### config.mk
export PLATFORM = sky130hd
export DESIGN_NAME = rem
export DESIGN_NICKNAME = d
export VERILOG_FILES = /design/src/rtl/rem_pkg.sv /design/src/rtl/rem_core.sv /design/src/rtl/rem.sv
export SDC_FILE = /design/constraint.sdc
export NUM_CORES = 1
export LEC_CHECK = 0
export ABC_AREA = 1
export BUFFER_PORTS_ARGS = -buffer_cell sky130_fd_sc_hd__buf_4
export CAP_MARGIN = 20
export CORE_AREA = 8 8 45 47
export CTS_CLUSTER_SIZE = 8
export DETAILED_ROUTE_END_ITERATION = 10
export DIE_AREA = 0 0 53 55
export SYNTH_ARGS = -nofsm -noshare
export SYNTH_HDL_FRONTEND = slang
export SYNTH_SLANG_ARGS = --single-unit
### constraint.sdc
create_clock -name clk -period 0.8 [get_ports clk]
set_input_delay 0.08 -clock clk [delete_from_list [all_inputs] [get_ports clk]]
set_output_delay 0.08 -clock clk [all_outputs]
set_load 0.02 [all_outputs]
### src/rtl/rem_pkg.sv
// Shared widths and operand layout for the sign-magnitude remainder unit.
package rem_pkg;

  localparam int unsigned MAG_W    = 2;
  localparam int unsigned OUT_W    = 5;
  localparam int unsigned SIGN_IN  = MAG_W;
  localparam int unsigned SIGN_OUT = OUT_W - 1;

  typedef struct packed {
    logic             sign;
    logic [MAG_W-1:0] mag;
  } operand_t;

endpackage

### src/rtl/rem_core.sv
// Combinational unsigned restoring division; only the remainder is kept.
module rem_core #(
  parameter int unsigned MAG_W = 2
) (
  input  logic [MAG_W-1:0] mag_n,
  input  logic [MAG_W-1:0] mag_d,
  output logic [MAG_W-1:0] mag_r,
  output logic             dz
);

  logic [MAG_W:0]   part;
  logic [MAG_W-1:0] num_sh;
  logic             unused_part_msb;

  // Shift numerator bits into the partial remainder MSB-first, subtracting the
  // divisor whenever it fits; a zero divisor leaves the numerator untouched.
  always_comb begin
    part   = '0;
    num_sh = mag_n;
    for (int unsigned i = 0; i < MAG_W; i++) begin
      part   = {part[MAG_W-1:0], num_sh[MAG_W-1]};
      num_sh = num_sh << 1;
      if (part >= {1'b0, mag_d}) begin
        part = part - {1'b0, mag_d};
      end
    end
  end

  // The final partial remainder is below the divisor, so its MSB is always 0.
  assign mag_r           = part[MAG_W-1:0];
  assign unused_part_msb = part[MAG_W];
  assign dz              = (mag_d == '0);

endmodule

### src/rtl/rem.sv
// Registered sign-magnitude remainder: sign follows the numerator, flags zero
// remainder and divide-by-zero, one-cycle latency.
module rem
  import rem_pkg::*;
#(
  parameter int unsigned MAG_W = rem_pkg::MAG_W,
  parameter int unsigned OUT_W = rem_pkg::OUT_W
) (
  input  logic             clk,
  input  logic             rst,
  input  logic [MAG_W:0]   numerator,
  input  logic [MAG_W:0]   denominator,
  output logic [OUT_W-1:0] remainder,
  output logic             zero,
  output logic             divbyzero
);

  logic [MAG_W-1:0] mag_r;
  logic             dz;
  logic [OUT_W-1:0] rem_d;
  logic             zero_d;
  logic             dbz_d;
  logic             unused_den_sign;

  // The denominator sign has no effect on a truncating remainder.
  assign unused_den_sign = denominator[MAG_W];

  rem_core #(
    .MAG_W(MAG_W)
  ) u_core (
    .mag_n(numerator[MAG_W-1:0]),
    .mag_d(denominator[MAG_W-1:0]),
    .mag_r(mag_r),
    .dz   (dz)
  );

  // Assemble the next result word and flags; a zero divisor keeps only the sign.
  always_comb begin
    rem_d              = '0;
    rem_d[OUT_W-1]     = numerator[MAG_W];
    zero_d             = 1'b0;
    dbz_d              = dz;
    if (!dz) begin
      rem_d[MAG_W-1:0] = mag_r;
      zero_d           = (mag_r == '0);
    end
  end

  // Output register bank, cleared asynchronously by reset.
  always_ff @(posedge clk or posedge rst) begin
    if (rst) begin
      remainder <= '0;
      zero      <= 1'b0;
      divbyzero <= 1'b0;
    end else begin
      remainder <= rem_d;
      zero      <= zero_d;
      divbyzero <= dbz_d;
    end
  end

endmodule

==> results of run 1 <==
## critical path: stages
cell     delay, ns
buf_8         0.11
inv_12        0.04
ha_4          0.11
inv_2         0.04
ha_4          0.15
o21ai_2       0.12
nand2_2       0.08
inv_2         0.06
ha_4          0.20
nand2_2       0.05
nand2_2       0.06
nor2_4        0.14
nand3_1       0.14
nand3_2       0.10
nor2_2        0.04
## report_power, final
part           internal, uW  switching [uW]  total [uW]
registers               290            15.8         306
clock network           188            94.1         282
logic                   299             296         596
total                   778             406        1180
## timing repair
item	CTS	global route
buffers inserted	3	2
endpoints found under the setup margin	8	8
endpoints found under the hold margin	6	0
resized for setup	11	2
pin swaps	10	6
gates cloned	0	0
hold buffers	2	0
## cell type report
class                           count  area, um2  area share [%]
Inverter                           12       57.6            7.88
Sequential cell                     5        125            17.1
Tap cell                           16       20.0            2.74
Multi-Input combinational cell     31        275            37.7
Timing Repair Buffer               26        226            31.0
Clock buffer                        4       26.3            3.60
## worst max path at each step
stage            startpoint   end  depth (start not counted)
2_1_floorplan  numerator[1]  zero                         15
3_3_place_gp   numerator[1]  zero                         15
3_5_place_dp   numerator[1]  zero                         16
4_1_cts        numerator[1]  zero                         16
5_1_grt        numerator[1]  zero                         16
6_report       numerator[1]  zero                         15
## metrics by stage
step                      instances  util (%)  instance area (um2)
after floorplan                  50         -                  450
after global placement           83      43.2                  598
after detailed placement         83      43.2                  598
after CTS                        92      51.2                  708
after global routing             94      52.8                  731
final                            94      52.8                  731
## cell usage after synthesis, types with 2 or more instances
master    n
nand2_4   2
inv_1    10
o21ai_1   2
nand2_1   4
nor2_4    2
ha_1      4
buf_4     2
nand2_2   4
inv_2     2
dfrtp_1   5
nor2_1    5
nand3_1   4
## sequential cells by signal (all words and copies together) (netlist names)
name,count
divbyzero,1
zero,1
remainder,3
## cells by family (layout without fill, tap and decap cells)
family / Yosys count / after routing / synth area share, %
other: 1 / 2 / 0.979
buffers and inverters: 14 / 42 / 15.7
adders and majority gates: 4 / 4 / 13.1
and+or+nand+nor: 21 / 21 / 32.4
DFF: 5 / 5 / 32.7
AOI/OAI and AO/OA: 4 / 4 / 5.23
## routing by layer
layer	share of wire (%)	global-route usage, %	up-vias
met5	0	0	-
met4	0	3.88	0
met3	9.5	1.60	0
met2	55	13.7	8
met1	35	7.34	164
li1	-	-	200
==> metrics, run 1 <==
PD cells 1620 nW/um2; Seq cells post-synth 5; die height 55 um; drt total wl 940 um; DRC 0; largest net degree at the start of global routing 6; gpl congestion 0.724; Cell variety after synth 15; Worst Hold Class input pin to flop; area leader, netlist dfrtp_1; Site Rows 14; IO Count 15; Synth Instances 49; share of cells above drive strength 1 67.9%; hold path startpoint denominator[1]; max_cap viols 0; Die ar. 2920 um2; type of origin of the critical path input pin; Routed Antenna Nets 0; final setup fails 8; RSZ-0062 raised after global routing yes; port buffer count 11; largest cells by area after synthesis dfrtp_1, ha_1, inv_1; crit path time final 1.40 ns; Detailed Route Iter0 Violations 2; Hold Vio Cnt, Final 0; Crit. End Element flop; WS Path Type input pin to flop; Pre-Repair DR Iteration Count 2; total number of vias 372; vias in the first global route 379; Worst EP arrival 1.53 ns; antenna violations before repair 0; synth warn 0; Inserted Diodes 0; final period utilization 175%; Hold Path Depth 3; share of Yosys cell area claimed by the top area cell type 32.7%; routed vias/inst 3.96; ys async rst share 100%; status finished, violations left; Overflow after GRT 0; critical path required time 0.93 ns; failing checks negative setup slack; root buf cell clkbuf_4; predominant post-synthesis flop cell dfrtp_1; CTS Buf Count 3; synthesized area per cell 7.81 um2; P_leak 0.000377 uW; sequential area share after synthesis 32.7%; fillers 142; DP HPWL 720 um; hold slack final 0.146 ns; Post-synth EDFFs 0; initial core utilization 27.7%; commonest non-fill, non-tap cell in the layout buf_4; setup TNS -1.82 ns; Clock Pin Slew Worst Setup and Hold Paths 0.04 ns; Design Power 1180 uW; clock sinks 5; area of the mapped netlist 383 um2; depth of the CTS H-tree 1; VDD IR max 0.000546 V; CTS tree done; commonest cells after routing, fill and taps aside buf_4, nand2_2, inv_1; WL/cell 10.0 um; first-pass GRT wire length 1.58 mm; CP max FO 3; Area Growth Syn to Fin 90.8%; PnR worst setup slack -0.602 ns; Tot GR Track Use 7.28%; Max clock buf depth 2; Fmax achieved 713 MHz; pre-CTS WS -0.896 ns; CORE AREA 1380 um2; Hold Path Sink divbyzero; width of the chip 53 um; Slew Limit Fails 0; # nets final 91
(Power assumes the default switching activity.)
==> run 2, diff against run 1 <==
PLACE_DENSITY = 0.57   (was default)
==> run 2 against run 1 <==
Against the previous run:
- the flow still finishes with violations (negative setup slack)
- combinational power fell by 7.7%
- setup slack improved by 0.029 ns
- first-iteration DRC count decreased by 100%
- sequential share of layout area is 0.64 points higher
- die area stayed put
- cell count is 2.1% lower
- non-clock buffer count fell by 2
- sequential cell count unchanged
- largest power group unchanged
==> metrics, run 2 (synthesis gave the netlist of run 1 again) <==
Crit. End Element flop; share of cells above drive strength 1 63.2% (-4.8 points); CP max FO 4 (+1); first-pass GRT wire length 1.53 mm (-3.1%); width of the chip 53 um (unchanged); Inst Count DP 84 (+1.2%); commonest cells after routing, fill and taps aside buf_4, nand2_2, inv_1; final setup fails 8 (unchanged); RSZ-0062 raised after global routing yes; port buffer count 11 (unchanged); CTS Buf Count 3 (unchanged); Finished Layout Cells 92 (-2.1%); PD cells 1610 nW/um2 (-0.52%); CTS tree done; WL/cell 8.99 um (-10%); DRC 0 (unchanged); final core utilization 50.9% (-1.9 points); gpl congestion 0.724 (about the same); vias in the first global route 381 (+0.53%); DP HPWL 713 um (-1.1%); Design Power 1140 uW (-4.1%); Routed Antenna Nets 0 (unchanged); Clock Pin Slew Worst Setup and Hold Paths 0.04 ns (about the same); final period utilization 172% (-3.6 points); VDD IR max 0.000574 V (+5.3%); Biggest register remainder; max reg flops 3 (unchanged); status finished, violations left; Worst Hold Class input pin to flop; critical path required time 0.91 ns (-0.02 ns); Largest regs remainder x3, divbyzero x1, zero x1; Site Rows 14 (unchanged); Pre-Repair DR Iteration Count 1 (-1); setup TNS -1.69 ns (+0.130 ns); commonest non-fill, non-tap cell in the layout buf_4; placed cell areas 606 um2 (+1.3%); P_leak 0.000361 uW (-4.2%); drt total wl 827 um (-12%); IO Count 15 (unchanged); Slew Limit Fails 0 (unchanged); max_cap viols 0 (unchanged); Detailed Route Iter0 Violations 0 (-2); WS Path Type input pin to flop; Worst EP arrival 1.48 ns (-0.05 ns); # nets final 89 (-2.2%); Hold Path Depth 3 (unchanged); Max clock buf depth 2 (unchanged); Fmax achieved 729 MHz (+2.1%); total number of vias 360 (-3.2%); type of origin of the critical path input pin; initial core utilization 27.7% (unchanged); Die ar. 2920 um2 (unchanged); Tot GR Track Use 7.01% (-0.27 points); routed vias/inst 3.91 (-1.1%); root buf cell clkbuf_4; Overflow after GRT 0 (unchanged); final instance area 704 um2 (-3.6%); Area Growth Syn to Fin 84.0%; antenna violations before repair 0 (unchanged); CORE AREA 1380 um2 (unchanged); clock sinks 5 (unchanged); PnR worst setup slack -0.573 ns (+0.0291 ns); depth of the CTS H-tree 1 (unchanged); die height 55 um (unchanged); failing checks negative setup slack; Hold Vio Cnt, Final 0 (unchanged); largest net degree at the start of global routing 6 (unchanged); Inserted Diodes 0 (unchanged); crit path time final 1.37 ns (-0.0291 ns)
==> run 2: cell types whose count changed in the layout (fill, tap and decap cells not counted), sizes merged <==
cell,change
buf,-2
==> run 2: worst paths after layout <==
path,from,end
max in group asynchronous,rst,divbyzero
worst max-delay path,numerator[1],remainder[1]
min in group asynchronous,rst,remainder[0]
worst min-delay path,denominator[1],divbyzero
==> run 2: cell type report <==
cell class / instances / area, um2
Sequential cell: 5 / 125
Inverter: 12 / 60.1
Timing Repair Buffer: 24 / 211
Fill cell: 143 / 679
Multi-Input combinational cell: 31 / 262
Tap cell: 16 / 20.0
Clock buffer: 4 / 26.3
==> run 2: metrics by stage <==
step | hold WS [ns] | setup WS [ns]
5_1_grt | 0.164 | -0.688
3_3_place_gp | -0.0114 | -0.880
6_report | 0.151 | -0.573
2_1_floorplan | -0.141 | -0.662
4_1_cts | 0.137 | -0.575
3_5_place_dp | -0.00333 | -0.887
==> run 2: per-layer routing <==
layer  up-vias  global-route usage, %  part of all wire [%]
li1        198                      -                     -
met1       153                   7.20                    41
met2         9                   12.1                    51
met3         0                   1.87                   7.6
met4         0                   5.17                     0
met5         -                      0                     0
==> run 2: critical path, stage by stage <==
cell and delay [ns]:
buf_8 0.11, inv_12 0.04, ha_4 0.11, inv_2 0.04, ha_4 0.15, inv_2 0.05, nand3_2 0.06, nand2_2 0.07
inv_2 0.04, ha_4 0.28, inv_4 0.04, nor2_4 0.11, nor2_4 0.07, nand2_4 0.08, o21ai_1 0.06, nand2_1 0.06
nor2_1 0.04
==> run 2: timing repair <==
item	in CTS	in global routing
setup buffers	1	1
setup endpoints to repair	8	8
resized for setup	9	1
hold buffers	2	0
endpoints found under the hold margin	6	0
gates cloned	0	0
pin swaps	9	0
==> run 2: power by group <==
group / internal [uW] / switching (uW) / leakage [uW]
combinational: 280 / 271 / 0.000284
clock: 188 / 91.2 / 0.0000150
sequential: 290 / 15.7 / 0.0000621
total: 758 / 377 / 0.000361
==> run 3, diff against run 2 <==
PLACE_DENSITY = 0.54   (was 0.57)
SETUP_SLACK_MARGIN = 0.2   (was default)
SYNTH_HIERARCHICAL = 1   (was default)
==> run 3 against run 2 <==
Against the previous run:
- the flow finishes with violations (negative hold slack, negative setup slack)
- non-clock buffer count shrank 4
- design area shrank 9.1%
- area after synthesis is 9.5% lower
- routed wire length decreased by 9.2%
- clock power is essentially flat
- largest cell class unchanged
- setup slack gained 0.056 ns
- power down 4.4%
- highest routed layer is now met4
- synthesized cell count shrank 12%
- cell count decreased by 11%
- count of clock-buffer cells in the layout did not move
==> metrics, run 3 <==
# hold bufs at CTS 1 (-1); Fmax achieved 760 MHz (+4.3%); Design Power 1090 uW (-4.4%); # nets final 79 (-11%); share of Yosys cell area claimed by the top area cell type 36.1% (+3.4 points); Inst Count DP 73 (-13%); CTS tree done; vias in the first global route 274 (-28%); Critical Path Start numerator[1]; routed vias/inst 3.85 (-1.5%); final core utilization 46.3% (-4.6 points); area of the mapped netlist 347 um2 (-9.5%); Reg area 125 um2 (unchanged); pre-CTS WS -0.882 ns (+0.00414 ns); hold slack final -0.0509 ns (-0.202 ns); initial core utilization 25.0% (-2.6 points); Post-Synth Simple-Gate Area 26.0% (-6.4 points); Pre-Repair DR Iteration Count 2 (+1); Overflow after GRT 0 (unchanged); critical path required time 0.92 ns (about the same); IO Count 15 (unchanged); CTS Buf Count 3 (unchanged); synthesized area per cell 8.06 um2 (+3.2%); Largest regs remainder x3, divbyzero x1, zero x1; DP HPWL 617 um (-13%); status finished, violations left; failing checks negative hold slack, negative setup slack; Detailed Route Iter0 Violations 2 (+2); VDD IR max 0.000676 V (+18%); fillers 138 (-3.5%); Tot GR Track Use 5.21% (-1.8 points); synth warn 6 (+6); Inserted Diodes 0 (unchanged); CP max FO 3 (-1); port buffer count 11 (unchanged); ys async rst share 100% (unchanged); Slowest cell on crit path ha_4; commonest cells after routing, fill and taps aside buf_4, nand2_1, dfrtp_1, buf_6; DRC 0 (unchanged); sequential area share after synthesis 36.1% (+3.4 points); clock sinks 5 (unchanged); P_leak 0.000335 uW (-7.4%); Max clock buf depth 2 (unchanged); Post-synth top cells inv_1, nand2_1, dfrtp_1, nand2_2, ha_1; multi-input logic area 233 um2 (-11%); gpl congestion 0.654 (-9.7%); max reg flops 3 (unchanged); largest cells by area after synthesis dfrtp_1, ha_1, inv_1; Finished Layout Cells 82 (-11%); Synth Area in Compound Gates 4.69% (-0.54 points); final setup fails 8 (unchanged); WS Path Type input pin to flop; type of origin of the critical path input pin; Hold Path Sink remainder[4]; PD cells 1690 nW/um2 (+5.2%); Slew Limit Fails 0 (unchanged); Hold Path Depth 1 (-2); antenna violations before repair 0 (unchanged); Die ar. 2920 um2 (unchanged); Crit. End Element flop; Hold Vio Cnt, Final 1 (+1); predominant post-synthesis flop cell dfrtp_1; XOR/XNOR share of the synthesized area 2.53% (+2.5 points); die height 55 um (unchanged); post-synthesis mux area share 0% (unchanged); synthesized-area fraction occupied by adder cells 14.4% (+1.4 points); Biggest register remainder; critical path, cell by cell buf_12 > inv_12 > ha_4 > inv_2 > ha_4 > inv_4 > nand2_4 > nand2_4 > nand2_4 > ha_4 > a21oi_4 > nand3_1 > nand2_1 > inv_2 > nand2_1 > nor2_2; area leader, netlist dfrtp_1; share of cells above drive strength 1 60.6% (-2.6 points); hold path startpoint numerator[2]; depth of the CTS H-tree 1 (unchanged); setup TNS -1.51 ns (+0.177 ns); Site Rows 14 (unchanged); Worst Hold Class input pin to flop; Clock Pin Slew Worst Setup and Hold Paths 0.04 ns (about the same); WL/cell 9.16 um (+1.9%); PnR worst setup slack -0.516 ns (+0.0564 ns); cell with the most instances after synthesis inv_1; Routed Antenna Nets 0 (unchanged); commonest non-fill, non-tap cell in the layout buf_4; RSZ-0062 raised after global routing yes; first-pass GRT wire length 1.08 mm (-29%); crit path time final 1.32 ns (-0.0564 ns); largest net degree at the start of global routing 6 (unchanged); Synth Instances 43 (-12%); width of the chip 53 um (unchanged); Worst path max stage delay 0.22 ns (-0.06 ns); largest family of logic cells by synthesized area simple AND/OR/NAND/NOR gates; Area Growth Syn to Fin 84.8%; final period utilization 165% (-7.1 points); total number of vias 316 (-12%); Seq cells post-synth 5 (unchanged); Post-synth EDFFs 0 (unchanged); CORE AREA 1380 um2 (unchanged); max_cap viols 0 (unchanged); Worst EP arrival 1.43 ns (-0.05 ns); Cell variety after synth 13 (-2); drt total wl 751 um (-9.2%); root buf cell clkbuf_4
## run 3: cell count changes in the layout (fill, tap and decap cells not counted), moves of 2 or more
cell     change
buf_4        -3
inv_1        -2
nand2_1      +4
nand2_2      -3
nor2_1       -2
nor2_4       -2
o21ai_1      -2
## run 3: worst max-delay path by stage
| stage | end | slack [ns] |
|---|---|---|
| global route | zero | -0.61 |
| global placement | zero | -0.87 |
| finish | zero | -0.52 |
| CTS | zero | -0.54 |
| detailed placement | zero | -0.88 |
| floorplan | zero | -0.64 |
## run 3: final cells by class
type                            count  share of cell area (%)
Sequential cell                     5                    19.5
Tap cell                           16                    3.13
Inverter                           10                    8.20
Clock buffer                        4                    4.10
Timing Repair Buffer               20                    28.7
Multi-Input combinational cell     27                    36.3
## run 3: per-layer routing
layer | up-vias | global-route usage [%] | part of all wire [%]
met2 | 9 | 8.40 | 56
met3 | 2 | 1.87 | 12
met5 | - | 0 | 0
met4 | 0 | 5.17 | 0.80
li1 | 167 | - | -
met1 | 138 | 5.05 | 31
## run 3: where the power goes
| group | switching (uW) | total [uW] | internal (uW) |
|---|---|---|---|
| logic | 243 | 498 | 255 |
| registers | 15.4 | 307 | 292 |
| clock network | 92.3 | 280 | 188 |
## run 3: worst max-delay path: cells and delay by family
family / cells / cell delay (ns)
buffers and inverters: 5 / 0.29
adders and majority gates: 3 / 0.48
and+or+nand+nor: 7 / 0.42
AOI/OAI and AO/OA: 1 / 0.15
## run 3: cell families after synthesis
group / count (synthesis)
other cells: 1
xor+xnor: 1
buf+inv: 12
simple gates: 19
fa+ha+maj: 4
flops: 5
compound gates: 1
## run 3: per-stage QoR
stage | area (um2) | hold slack [ns]
5_1_grt | 641 | -0.0565
6_report | 641 | -0.0509
4_1_cts | 594 | -0.0598
3_3_place_gp | 518 | -0.0107
2_1_floorplan | 400 | -0.141
3_5_place_dp | 518 | -0.00339
## run 3: repair_timing
| item | CTS | global route |
|---|---|---|
| gates resized for setup | 7 | 9 |
| pin swaps | 8 | 3 |
| setup endpoints to repair | 8 | 8 |
| setup buffers | 2 | 2 |
| endpoints found under the hold margin | 6 | 1 |
